===== src/rtl/dram_port_arbiter.sv =====
// Round-robin arbiter that shares one DRAM controller command port among N requesters.
// Each grant runs exactly one write or one read. Completion is reported back to the owner with a one-cycle ACK.
module dram_port_arbiter #(
  parameter int N          = 3,
  parameter int WR_CYCLES  = 8,
  parameter int RD_TIMEOUT = 255
) (
  input  logic            CLK,
  input  logic            RST,
  input  logic [N-1:0]    REQ,
  input  logic [N-1:0]    REQ_WE,
  input  logic [6*N-1:0]  REQ_ADDR,
  input  logic [64*N-1:0] REQ_WDATA,
  output logic [N-1:0]    GNT,
  output logic [N-1:0]    ACK,
  output logic [63:0]     RDATA,
  output logic            ERR,
  output logic            IO_EN,
  output logic [1:0]      IO_MODEL,
  output logic [5:0]      WWL_ADD,
  output logic [5:0]      RWL_ADD,
  output logic [63:0]     WBL_DATA,
  input  logic            RD_DONE,
  input  logic [63:0]     DRAM_DATA_OUT,
  output logic [1:0]      STATE_DBG
);

  // Handshake: a requester holds REQ until its one-cycle ACK; GNT marks the owner from grant through the ACK cycle.
  localparam int PW   = (N > 1) ? $clog2(N) : 1;
  localparam int MAXC = (WR_CYCLES > RD_TIMEOUT) ? WR_CYCLES : RD_TIMEOUT;
  localparam int CW   = $clog2(MAXC + 1);

  typedef enum logic [1:0] {
    S_IDLE  = 2'd0,
    S_WRITE = 2'd1,
    S_READ  = 2'd2,
    S_RESP  = 2'd3
  } state_t;

  state_t        state_q, state_d;
  logic [PW-1:0] ptr_q, ptr_d;
  logic [CW-1:0] cnt_q, cnt_d;
  logic [N-1:0]  gnt_q, gnt_d;
  logic [N-1:0]  ack_q, ack_d;
  logic [63:0]   rdata_q, rdata_d;
  logic [63:0]   wbl_q, wbl_d;
  logic          err_q, err_d;
  logic          io_en_q, io_en_d;
  logic [1:0]    model_q, model_d;
  logic [5:0]    wwl_q, wwl_d;
  logic [5:0]    rwl_q, rwl_d;

  logic [PW-1:0] sel;
  logic [PW-1:0] cand;
  logic          any_req;
  logic          sel_we;
  logic [5:0]    sel_addr;
  logic [63:0]   sel_wdata;
  logic          wr_done;
  logic          rd_ok;
  logic          rd_to;

  // Walk the ring downwards so the lowest offset from the pointer wins.
  always_comb begin
    sel     = '0;
    cand    = '0;
    any_req = 1'b0;
    for (int k = N - 1; k >= 0; k--) begin
      cand = PW'((int'(ptr_q) + k) % N);
      if (REQ[cand]) begin
        sel     = cand;
        any_req = 1'b1;
      end
    end
  end

  assign sel_we    = REQ_WE[sel];
  assign sel_addr  = REQ_ADDR[6*int'(sel) +: 6];
  assign sel_wdata = REQ_WDATA[64*int'(sel) +: 64];

  assign wr_done = (state_q == S_WRITE) && (cnt_q == CW'(WR_CYCLES - 1));
  assign rd_ok   = (state_q == S_READ) && RD_DONE;
  // A read completing on the last allowed cycle wins over the timeout.
  assign rd_to   = (state_q == S_READ) && !RD_DONE && (cnt_q == CW'(RD_TIMEOUT - 1));

  always_ff @(posedge CLK or posedge RST) begin
    if (RST) begin
      state_q <= S_IDLE;
      ptr_q   <= '0;
      cnt_q   <= '0;
      gnt_q   <= '0;
      ack_q   <= '0;
      rdata_q <= '0;
      wbl_q   <= '0;
      err_q   <= 1'b0;
      io_en_q <= 1'b0;
      model_q <= 2'b00;
      wwl_q   <= '0;
      rwl_q   <= '0;
    end else begin
      state_q <= state_d;
      ptr_q   <= ptr_d;
      cnt_q   <= cnt_d;
      gnt_q   <= gnt_d;
      ack_q   <= ack_d;
      rdata_q <= rdata_d;
      wbl_q   <= wbl_d;
      err_q   <= err_d;
      io_en_q <= io_en_d;
      model_q <= model_d;
      wwl_q   <= wwl_d;
      rwl_q   <= rwl_d;
    end
  end

  always_comb begin
    state_d = state_q;
    case (state_q)
      S_IDLE:  if (any_req) state_d = sel_we ? S_WRITE : S_READ;
      S_WRITE: if (wr_done) state_d = S_RESP;
      S_READ:  if (rd_ok || rd_to) state_d = S_RESP;
      S_RESP:  state_d = S_IDLE;
      default: state_d = S_IDLE;
    endcase
  end

  always_comb begin
    ptr_d   = ptr_q;
    cnt_d   = '0;
    gnt_d   = gnt_q;
    ack_d   = '0;
    rdata_d = rdata_q;
    wbl_d   = wbl_q;
    err_d   = 1'b0;
    io_en_d = io_en_q;
    model_d = model_q;
    wwl_d   = wwl_q;
    rwl_d   = rwl_q;
    case (state_q)
      S_IDLE: begin
        if (any_req) begin
          gnt_d   = {{(N-1){1'b0}}, 1'b1} << sel;
          ptr_d   = (int'(sel) == N - 1) ? '0 : sel + 1'b1;
          io_en_d = 1'b1;
          if (sel_we) begin
            model_d = 2'b01;
            wwl_d   = sel_addr;
            wbl_d   = sel_wdata;
          end else begin
            model_d = 2'b10;
            rwl_d   = sel_addr;
          end
        end
      end
      S_WRITE, S_READ: begin
        cnt_d = (cnt_q == CW'(MAXC)) ? cnt_q : cnt_q + 1'b1;
        if (wr_done || rd_ok || rd_to) begin
          io_en_d = 1'b0;
          ack_d   = gnt_q;
          err_d   = rd_to;
        end
        if (rd_ok) rdata_d = DRAM_DATA_OUT;
        if (rd_to) rdata_d = '0;
      end
      S_RESP: begin
        gnt_d   = '0;
        model_d = 2'b00;
      end
      default: ;
    endcase
  end

  assign GNT       = gnt_q;
  assign ACK       = ack_q;
  assign RDATA     = rdata_q;
  assign ERR       = err_q;
  assign IO_EN     = io_en_q;
  assign IO_MODEL  = model_q;
  assign WWL_ADD   = wwl_q;
  assign RWL_ADD   = rwl_q;
  assign WBL_DATA  = wbl_q;
  assign STATE_DBG = state_q;

endmodule


===== config.mk =====
export PLATFORM = sky130hd
export DESIGN_NAME = dram_port_arbiter
export DESIGN_NICKNAME = d
export VERILOG_FILES = /design/src/rtl/dram_port_arbiter.sv
export SDC_FILE = /design/constraint.sdc
export NUM_CORES = 1
export LEC_CHECK = 0
export ABC_AREA = 0
export BUFFER_PORTS_ARGS = -buffer_cell sky130_fd_sc_hd__buf_2
export CAP_MARGIN = 25
export CORE_AREA = 8 8 164 166
export DETAILED_ROUTE_END_ITERATION = 8
export DIE_AREA = 0 0 172 174
export PLACE_DENSITY = 0.77
export REMOVE_ABC_BUFFERS = 1
export SKIP_CTS_REPAIR_TIMING = 1
export SLEW_MARGIN = 20
export SYNTH_ARGS = -nofsm -noshare
export SYNTH_HDL_FRONTEND = slang
export SYNTH_SLANG_ARGS = --single-unit

===== constraint.sdc =====
create_clock -name CLK -period 4.6 [get_ports CLK]
set_input_delay 0.23 -clock CLK [delete_from_list [all_inputs] [get_ports CLK]]
set_output_delay 0.23 -clock CLK [all_outputs]
set_load 0.02 [all_outputs]

==> results by group <==
Setup path
  – Crit-path cells: inv_1, ha_1, mux2i_1, nor2_1, nor4_2, nand2b_1, nor3_4, buf_12, mux2_1
  – Crit path capture type: flop
  – R2R cell count: 9
  – R2r endpoint: WBL_DATA[7]
  – Crit path from: ptr_q[1]
  – Worst Setup Path Type: reg -> reg
  – Worst EP required: between 4 and 5 ns
  – Startpoint Class: flop
  – Worst-path maximum fanout: 53
  – Slowest library cell on the worst path: nor4_2
  – CP max stage delay: between 0.5 and 0.6 ns
  – R2R Setup Slk: ~1.2 ns
  – R2r startpoint: ptr_q[1]
  – WP data arrival: 3.68 ns

STA
  – Max_slew headroom: 0.485
  – Hold WS: approximately 0.018 ns
  – Period utilization: 0.735
  – Final total negative setup slack: 0 ns
  – Final Setup Violations: 0
  – Crit path time final: 3.38 ns
  – Worst setup margin: between 1 and 1.5 ns
  – Clock Skew: 0.0235 ns
  – Worst slew pin tran: between 0.7 and 0.8 ns
  – Setup repair after global routing missed its margin: no
  – Final Max Tran Viols: 0
  – Final Hold Fails: 0
  – Highest clock rate: a little under 300 MHz

Floorplanning
  – IO Count: approximately 440
  – Core box area: approximately 25000 um^2
  – Row Count: 58
  – Die Footprint: ~30000 um^2
  – Die H: ~170 um
  – Initial core utilization: 0.335
  – Die width: 172 um

Worst hold path
  – Min-Delay Endpoint: RDATA[7]
  – Min-delay src: DRAM_DATA_OUT[7]
  – Hold path depth: 3
  – Hold Crit Class: in -> reg

Run status
  – Outcome: complete, no violations

Final layout
  – Fillers: between 2000 and 2500
  – Reg area: just over 4000 um^2
  – Area Growth Syn to Fin: 38.9%
  – Final #Nets: 1535
  – Util after Layout: 0.465
  – Antenna diodes: 0
  – Share of layout cells above drive strength 1: 0.396
  – Multi-input gate area: 3680 um^2

Global routing
  – Initial antenna violation count: 0
  – Number of global-route vias before repair: 7936
  – Gr ovfl total: 0
  – Total GRT Usage: 0.176
  – Wire length of the first global-routing pass: between 40000 and 50000 um
  – Maximum number of pins on one net before global-route repair: ~150

Routing
  – Routed Wire Length: ~27000 um
  – DRC viols: 0
  – Average wire per standard cell: about 17 um
  – Iteration-0 DRC count of the detailed router: about 450
  – First-pass DRT Iterations: 5
  – Vias per inst: about 4.8
  – Detail Route Antenna Nets: 0
  – Routed vias: 7600

Synthesis
  – FF+latch count, synth: around 160
  – Synthesized area: about 8200 um^2
  – Yosys warns: 0
  – Async SR Flop Fraction: 1.00
  – Register area share after synthesis: 0.494
  – Yosys cell types: 47
  – Predominant post-synthesis flop cell: dfrtp_1
  – EDFF count, synth: 0
  – Gate Count Post-Synth: 827
  – Post-synthesis average cell area: 9.93 um^2

Pwr
  – Static Leak: roughly 5.9 nW
  – Max IR drop VDD: between 500 and 600 uV
  – P per Cell Area: 754 nW/um^2

Placement
  – Routability congestion estimate: 0.880
  – Post-place setup slack: about 1.3 ns
  – Number of port buffers: around 430
  – DP Wirelength: ~21000 um

Clocking
  – Clk sinks: between 150 and 200
  – Clk pin slew, worst setup/hold paths: 0.07 ns
  – Clock tree buffer depth: 2
  – CTS buffer count: 17
  – Root Driver: clkbuf_16
  – CTS tree: yes
  – H-Tree Depth: 4
  – Worst-Skew Late Latency: 0.43 ns

Job
  – Max_cap viols: 0
-- placed cells by master (no fill, tap or decap), types with 6 or more instances in the layout --
master / instances
buf_4: 12
clkbuf_16: 17
o21ai_0: 77
nor2_1: 84
nand2b_1: 6
mux2i_1: 75
mux2_1: 60
nand2_1: 11
buf_2: 434
inv_6: 8
ha_1: 9
inv_1: 71
a21oi_1: 68
a22o_1: 13
nand3_1: 69
a211oi_1: 7
dfrtp_1: 162
-- critical path, delay by kind of cell (launching register included) --
family / cells / cell delay (ns)
fa+ha+maj: 1 / 0.41
buf+inv: 2 / 0.27
flops: 1 / 0.41
mux: 2 / 0.72
simple gates: 4 / 1.40
-- per-stage QoR --
step | cells | area, um^2 | total power [mW]
finish | 1585 | 11400 | 8.60
detailed placement | 1553 | 10800 | 7.16
global placement | 1552 | 10800 | 6.99
global route | 1585 | 11400 | 9.22
CTS | 1584 | 11400 | 8.70
floorplan | 772 | 7970 | 5.73
-- synthesized netlist by cell type (2+ instances only) --
master | number | area (um^2)
dfrtp_1 | 162 | 4050
nor2_1 | 84 | 315
o21ai_0 | 77 | 385
mux2i_1 | 75 | 751
inv_1 | 72 | 270
a21oi_1 | 69 | 345
nand3_1 | 69 | 345
mux2_1 | 60 | 676
clkbuf_1 | 37 | 139
a22o_1 | 13 | 114
nand2_1 | 12 | 45.0
buf_2 | 10 | 50.1
ha_1 | 9 | 113
a211oi_1 | 7 | 52.6
buf_4 | 7 | 52.6
nand2b_1 | 6 | 37.5
a31oi_1 | 5 | 31.3
and3_1 | 5 | 31.3
mux2_2 | 5 | 56.3
and2_1 | 4 | 25.0
a21o_1 | 3 | 22.5
nand4_1 | 3 | 18.8
a221o_1 | 2 | 20.0
a22oi_1 | 2 | 15.0
nor2b_1 | 2 | 12.5
nor3_1 | 2 | 10.0
o22ai_1 | 2 | 12.5
or2_2 | 2 | 12.5
xnor2_1 | 2 | 17.5
xor2_1 | 2 | 17.5
-- sequential cells by signal, indices dropped and copies added, names as in the netlist --
register	count
GNT	3
STATE_DBG	2
RDATA	64
WWL_ADD	6
IO_MODEL	2
cnt_q	8
ACK	3
ERR	1
IO_EN	1
ptr_q	2
WBL_DATA	64
RWL_ADD	6
-- cell type report --
type                       count  area share
sequential                   162       0.355
multi-input combinational    538       0.322
inverter                      72      0.0241
tap                          330      0.0362
timing repair buffer         452       0.209
clock inverter                14      0.0164
clock buffer                  17      0.0373
-- cells by family after synthesis --
| group | after synthesis | synth area share |
|---|---|---|
| xor+xnor | 4 | 0.00427 |
| simple gates | 197 | 0.114 |
| compound gates | 188 | 0.131 |
| fa+ha+maj | 9 | 0.0137 |
| mux | 140 | 0.181 |
| buf+inv | 127 | 0.0628 |
| flops | 162 | 0.494 |
-- report_power, final --
part	total, mW	switching (mW)	internal [mW]
clock network	1.51	0.634	0.872
registers	2.49	0.374	2.11
logic	4.61	2.87	1.74
total	8.60	3.88	4.73
-- routing by layer --
layer / vias up / GRT usage / wire length [um]
met5: - / 0 / 0
met2: 331 / 0.301 / 13400
met4: 0 / 0.0596 / 610
li1: 3705 / - / -
met1: 3526 / 0.205 / 10600
met3: 38 / 0.0517 / 2680
-- how the worst max path moves through the flow --
| stage | slack, ns | cells after the start | to |
|---|---|---|---|
| 2_1_floorplan | -4.72 | 7 | WBL_DATA[60] |
| 3_3_place_gp | 1.43 | 9 | WBL_DATA[25] |
| 3_5_place_dp | 1.29 | 9 | WBL_DATA[10] |
| 4_1_cts | 1.27 | 9 | WBL_DATA[7] |
| 5_1_grt | 1.04 | 9 | WBL_DATA[57] |
| 6_report | 1.22 | 9 | WBL_DATA[7] |
No activity file was read; power rests on OpenSTA's default activity.
